File: config.mk
export PLATFORM = sky130hd
export DESIGN_NAME = mem_arbiter
export DESIGN_NICKNAME = d
export VERILOG_FILES = /design/src/rtl/mem_arbiter.sv
export SDC_FILE = /design/constraint.sdc
export NUM_CORES = 1
export LEC_CHECK = 0
export BUFFER_PORTS_ARGS = -buffer_cell sky130_fd_sc_hd__buf_2
export CAP_MARGIN = 10
export CELL_PAD_IN_SITES_DETAIL_PLACEMENT = 1
export CELL_PAD_IN_SITES_GLOBAL_PLACEMENT = 2
export CORE_MARGIN = 1.5
export CORE_UTILIZATION = 25
export CTS_CLUSTER_DIAMETER = 60
export DETAILED_ROUTE_END_ITERATION = 16
export PLACE_DENSITY_LB_ADDON = 0.12
export SYNTH_ARGS = -nofsm -noshare
export SYNTH_HDL_FRONTEND = slang
export SYNTH_SLANG_ARGS = --single-unit
File: constraint.sdc
create_clock -name clk -period 4 [get_ports clk]
set_input_delay 0.6 -clock clk [delete_from_list [all_inputs] [get_ports clk]]
set_output_delay 0.6 -clock clk [all_outputs]
set_load 0.005 [all_outputs]
File: src/rtl/mem_arbiter.sv
`default_nettype none

`ifndef BUS_NONE
`define BUS_NONE  4'd0
`endif
`ifndef BUS_LOAD
`define BUS_LOAD  4'd1
`endif
`ifndef BUS_STORE
`define BUS_STORE 4'd2
`endif

// ============================================================================
//  Module      : mem_arbiter
//  Description : Arbitrates the single unified memory port between the
//                instruction-fetch (IF) and data-memory (DM) pipeline stages.
//                One bus transaction is outstanding at a time. DM has
//                priority, but IF is forced to win after STARVE_MAX
//                consecutive DM grants taken while IF was waiting.
//  Ports       : clk, rst             - clock, async active-high reset
//                if_req/if_addr       - fetch request (held until if_done)
//                if_rdata/if_done     - fetch data + one-cycle done pulse
//                dm_cmd/dm_addr/
//                dm_wdata             - data request (held until dm_done)
//                dm_rdata/dm_done     - load data + one-cycle done pulse
//                mem_cmd/mem_addr/
//                mem_wdata            - bus command to memory
//                mem_accept           - memory took the command this cycle
//                mem_rvalid/mem_rdata - load response from memory
//                if_stall/dm_stall    - combinational stage stalls
//  Revision    : 1.0 - initial release
// ============================================================================
module mem_arbiter #(
  parameter int ADDR_W     = 32,
  parameter int DATA_W     = 32,
  parameter int STARVE_MAX = 4
) (
  input  logic              clk,
  input  logic              rst,
  input  logic              if_req,
  input  logic [ADDR_W-1:0] if_addr,
  output logic [DATA_W-1:0] if_rdata,
  output logic              if_done,
  input  logic [3:0]        dm_cmd,
  input  logic [ADDR_W-1:0] dm_addr,
  input  logic [DATA_W-1:0] dm_wdata,
  output logic [DATA_W-1:0] dm_rdata,
  output logic              dm_done,
  output logic [3:0]        mem_cmd,
  output logic [ADDR_W-1:0] mem_addr,
  output logic [DATA_W-1:0] mem_wdata,
  input  logic              mem_accept,
  input  logic              mem_rvalid,
  input  logic [DATA_W-1:0] mem_rdata,
  output logic              if_stall,
  output logic              dm_stall
);

  localparam int CNT_W = (STARVE_MAX > 0) ? $clog2(STARVE_MAX + 1) : 1;
  localparam logic [CNT_W-1:0] C_STARVE_MAX = CNT_W'(STARVE_MAX);

  localparam logic [2:0] C_ST_IDLE    = 3'd0;
  localparam logic [2:0] C_ST_REQ_IF  = 3'd1;
  localparam logic [2:0] C_ST_WAIT_IF = 3'd2;
  localparam logic [2:0] C_ST_REQ_DM  = 3'd3;
  localparam logic [2:0] C_ST_WAIT_DM = 3'd4;
  localparam logic [2:0] C_ST_DONE    = 3'd5;

  logic [2:0]        r_state;
  logic [2:0]        w_state_nxt;
  logic [CNT_W-1:0]  r_starve_cnt;
  logic [3:0]        r_cmd;
  logic [ADDR_W-1:0] r_addr;
  logic [DATA_W-1:0] r_wdata;
  logic              r_owner_dm;
  logic              r_if_done;
  logic              r_dm_done;
  logic [DATA_W-1:0] r_if_rdata;
  logic [DATA_W-1:0] r_dm_rdata;

  logic              w_dm_pend;
  logic              w_grant_dm;
  logic              w_grant_if;
  logic              w_capture;

  // Any command other than LOAD/STORE counts as no request.
  assign w_dm_pend = (dm_cmd == `BUS_LOAD) || (dm_cmd == `BUS_STORE);

  // --------------------------------------------------------------------------
  // State register
  // --------------------------------------------------------------------------
  always_ff @(posedge clk or posedge rst) begin
    if (rst) begin
      r_state <= C_ST_IDLE;
    end else begin
      r_state <= w_state_nxt;
    end
  end

  // --------------------------------------------------------------------------
  // Next-state logic
  // --------------------------------------------------------------------------
  always_comb begin
    w_state_nxt = r_state;
    w_grant_dm  = 1'b0;
    w_grant_if  = 1'b0;
    w_capture   = 1'b0;
    case (r_state)
      C_ST_IDLE: begin
        if (w_dm_pend && (!if_req || (r_starve_cnt < C_STARVE_MAX))) begin
          w_state_nxt = C_ST_REQ_DM;
          w_grant_dm  = 1'b1;
        end else if (if_req) begin
          w_state_nxt = C_ST_REQ_IF;
          w_grant_if  = 1'b1;
        end
      end
      C_ST_REQ_IF, C_ST_REQ_DM: begin
        // rvalid only counts here when the command is accepted the same cycle.
        if (mem_accept) begin
          if (r_cmd == `BUS_STORE) begin
            w_state_nxt = C_ST_DONE;
          end else if (mem_rvalid) begin
            w_state_nxt = C_ST_DONE;
            w_capture   = 1'b1;
          end else begin
            w_state_nxt = (r_state == C_ST_REQ_IF) ? C_ST_WAIT_IF : C_ST_WAIT_DM;
          end
        end
      end
      C_ST_WAIT_IF, C_ST_WAIT_DM: begin
        if (mem_rvalid) begin
          w_state_nxt = C_ST_DONE;
          w_capture   = 1'b1;
        end
      end
      C_ST_DONE: begin
        // Requesters update their requests on this edge; no grant this cycle.
        w_state_nxt = C_ST_IDLE;
      end
      default: begin
        w_state_nxt = C_ST_IDLE;
      end
    endcase
  end

  // --------------------------------------------------------------------------
  // Datapath registers: latched command, starvation counter, done/rdata
  // --------------------------------------------------------------------------
  always_ff @(posedge clk or posedge rst) begin
    if (rst) begin
      r_starve_cnt <= '0;
      r_cmd        <= `BUS_NONE;
      r_addr       <= '0;
      r_wdata      <= '0;
      r_owner_dm   <= 1'b0;
      r_if_done    <= 1'b0;
      r_dm_done    <= 1'b0;
      r_if_rdata   <= '0;
      r_dm_rdata   <= '0;
    end else begin
      if (w_grant_dm) begin
        r_cmd      <= dm_cmd;
        r_addr     <= dm_addr;
        r_wdata    <= dm_wdata;
        r_owner_dm <= 1'b1;
        // Only DM wins that make a waiting IF wait longer are counted.
        if (if_req && (r_starve_cnt != C_STARVE_MAX)) begin
          r_starve_cnt <= r_starve_cnt + 1'b1;
        end
      end else if (w_grant_if) begin
        r_cmd        <= `BUS_LOAD;
        r_addr       <= if_addr;
        r_owner_dm   <= 1'b0;
        r_starve_cnt <= '0;
      end

      if (w_capture) begin
        if (r_owner_dm) begin
          r_dm_rdata <= mem_rdata;
        end else begin
          r_if_rdata <= mem_rdata;
        end
      end

      // Done flags are high exactly for the cycle spent in DONE.
      r_if_done <= (w_state_nxt == C_ST_DONE) && !r_owner_dm;
      r_dm_done <= (w_state_nxt == C_ST_DONE) &&  r_owner_dm;
    end
  end

  // --------------------------------------------------------------------------
  // Output logic
  // --------------------------------------------------------------------------
  always_comb begin
    mem_cmd   = `BUS_NONE;
    mem_addr  = r_addr;
    mem_wdata = r_wdata;
    if ((r_state == C_ST_REQ_IF) || (r_state == C_ST_REQ_DM)) begin
      mem_cmd = r_cmd;
    end
  end

  assign if_done  = r_if_done;
  assign dm_done  = r_dm_done;
  assign if_rdata = r_if_rdata;
  assign dm_rdata = r_dm_rdata;
  assign if_stall = if_req & ~r_if_done;
  assign dm_stall = w_dm_pend & ~r_dm_done;

endmodule

`default_nettype wire

==> results_dict.tcl <==
set metrics [dict create \
    setup_violations 0 \
    cp.arrival_ns 2.60 \
    cts_inserted_buffers 17 \
    wire_per_inst_microns 15.8 \
    postCtsHoldBufs 0 \
    grt_max_degree 93 \
    ant_nets 0 \
    synth_top_cell_area_share_pct 59.8 \
    r2r_start "r_state[1]" \
    end_kind "flop" \
    worstPathMaxFanout 30 \
    rsz0062_at_grt "no" \
    synthesis.area_sq_um 5900 \
    drc 0 \
    ys_async_sr_fraction_pct 100 \
    clkSinkCount 141 \
    cts_max_level 4 \
    clock.fmax_mhz 422 \
    worstSetupPathType "reg -> reg" \
    yosysSeqAreaShare_pct 59.8 \
    ys_types 44 \
    synth_common_cells "nand2_1 (167), dfrtp_1 (141), nor2_1 (34), a31oi_1 (33)" \
    syn_inst 518 \
    p_clk_share_pct 26.1 \
    die_y_microns 157 \
    maxCapViolCount 0 \
    grt_pass1_wl_microns 27700 \
    required_ns 4.23 \
    cp-endpoint "mem_addr[28]" \
    post-route-period-util_pct 59.2 \
    antenna_found_initial 2 \
    p_switching_mw 2.02 \
    core_area_sq_um 23300 \
    drive_above_1_share_pct 44.3 \
    synth-edff-count 0 \
    start_util_pct 25.3 \
    viasPerCell 4.26 \
    routabilityCongestion 0.732 \
    p_seq_share_pct 39.9 \
    relSlewSlack_pct 37.8 \
    first_global_vias 5020 \
    cp_cell_sequence "nor3_2, nand4_1, buf_4, nand2_1, a31oi_1" \
    hold_viol 0 \
    reg2reg_depth 5 \
    p_sw_share_pct 32.7 \
    p_per_area_nw_per_um2 756 \
    tightest_slew_ns 0.931 \
    route.vias.total 4785 \
    synth_warnings 0 \
    clock_latency_ns 0.41 \
    io_buffers 272 \
    tritoncts "built" \
    synth.most_common_cell "nand2_1" \
    cpPeakStageDelay_ns 0.68 \
    cp_slowest_cell "nand4_1" \
    ys.flop_type "dfrtp_1" \
    die_area_sq_um 24500 \
    ctsRootBufferMaster "clkbuf_16" \
    ys_ff_latch 141 \
    drt_first_pass_iters 4 \
    final.setup.tns_ns 0 \
    slew_viol_final 0 \
    crit_path_start_kind "flop" \
    power_frac_comb_pct 33.9 \
    clk_path_buf_depth 2 \
    fin_crit_ns 2.37 \
    setup_slack_ns 1.63 \
    outcome "complete, no violations" \
    grt_util_all_layers_pct 14.6 \
    io_pins 273 \
    syn2layout_area_growth_pct 38.6 \
    p_int_mw 4.16 \
    cts_setup_buffers 0 \
    ctsResizeCount 0 \
    reg2reg_to "mem_addr[28]" \
    syn_nets 657 \
    postSynthAreaPerCell_sq_um 11.4 \
    min_path_type "in -> reg" \
    fin_nets 927 \
    rows 56 \
    overflow 0 \
    drt_iter0_drc 174 \
    yosys-top-cells-area "dfrtp_1 (60%), nand2_1 (11%), mux2_4 (7.6%)" \
    worst_ir_drop_vdd_v 0.000288 \
    die_w_microns 157 \
    leakage_nw 4.24 \
    rrSetupSlack_ns 1.63 \
    post-synth-top-area-cell "dfrtp_1" \
    cts.clk_slew.worst_paths_ns 0.07 \
    dpl_worst_slack_ns 1.25 \
    dp_hpwl_microns 12700 \
    crit_start "r_state[1]" \
    wl_microns 17800 \
    fin_worst_skew_ns 0.00963 \
]
==> critical path: cells and delay by family (launching register included) <==
family / cells / cell delay (ns)
compound gates: 1 / 0.10
buf+inv: 1 / 0.52
flops: 1 / 0.47
simple gates: 3 / 1.11
==> final cells by class <==
type                            count  area (sq um)
Clock buffer                       18           439
Timing Repair Buffer              280          1450
Sequential cell                   141          3530
Antenna cell                        2          5.00
Fill cell                        2717         15200
Clock inverter                     14           160
Inverter                            7          30.0
Multi-Input combinational cell    341          2160
Tap cell                          319           399
==> state kept, by name (all words and copies together) (netlist names) <==
signal and cells:
dm_rdata 32, mem_wdata 32, r_cmd 4, r_owner_dm 1, r_state 3, dm_done 1, r_starve_cnt 3, if_rdata 32
mem_addr 32, if_done 1
==> power by group through the flow <==
stage               clock network, mW  logic [mW]  registers, mW
finish                           1.62        2.10           2.47
CTS                              1.67        2.16           2.48
global route                     1.73        2.35           2.57
detailed placement                  0        2.16           2.49
global placement                    0        2.11           2.46
floorplan                           0        1.10           2.51
==> stage by stage <==
step | power, mW | instances | hold WS [ns] | util [%] | instance area [sq um]
after floorplan | 3.62 | 518 | 0.451 | - | 5900
after CTS | 6.31 | 1120 | 0.355 | 35.0 | 8170
final | 6.18 | 1122 | 0.374 | 35.0 | 8170
after detailed placement | 4.65 | 1088 | 0.458 | 32.4 | 7570
after global routing | 6.65 | 1121 | 0.374 | 35.0 | 8170
after global placement | 4.57 | 1088 | 0.455 | 32.4 | 7570
==> per-layer routing <==
| metal | GRT usage, % | wire length (microns) |
|---|---|---|
| met2 | 24.7 | 8700 |
| met1 | 18.0 | 7710 |
| met4 | 4.04 | 172 |
| met3 | 4.57 | 1180 |
| met5 | 0 | 0 |
==> placed cells by master, fill, tap and decap left out, types with 3 or more instances in the layout <==
cell type	Yosys	routed
clkinvlp_4	0	3
mux2_4	30	30
buf_2	14	272
nand2_1	167	167
mux2_2	4	4
mux2_1	30	30
a31oi_1	33	33
dfrtp_1	141	141
buf_4	5	6
inv_1	7	6
and2_1	4	4
nand2b_1	3	3
nor2_1	34	34
clkinv_4	0	4
clkbuf_16	0	17
==> cells by family after synthesis <==
kind of cell | count (synthesis) | synth area share [%]
XOR/XNOR | 3 | 0.446
AND/OR/NAND/NOR | 226 | 16.3
AO/OA/AOI/OAI | 46 | 5.26
multiplexers | 64 | 14.1
flip-flops | 141 | 59.8
adder cells (fa/ha/maj) | 2 | 0.424
buffers and inverters | 36 | 3.61
==> worst min path at each step <==
stage / start / to / slack, ns / cells after the start
4_1_cts: dm_wdata[26] / mem_wdata[26] / 0.35 / 3
3_3_place_gp: mem_wdata[18] / mem_wdata[18] / 0.46 / 2
6_report: dm_wdata[26] / mem_wdata[26] / 0.37 / 3
5_1_grt: dm_wdata[27] / mem_wdata[27] / 0.37 / 3
2_1_floorplan: r_starve_cnt[2] / r_starve_cnt[2] / 0.45 / 1
3_5_place_dp: mem_wdata[2] / mem_wdata[2] / 0.46 / 2
Note: power is estimated with default switching activity, not from simulation.
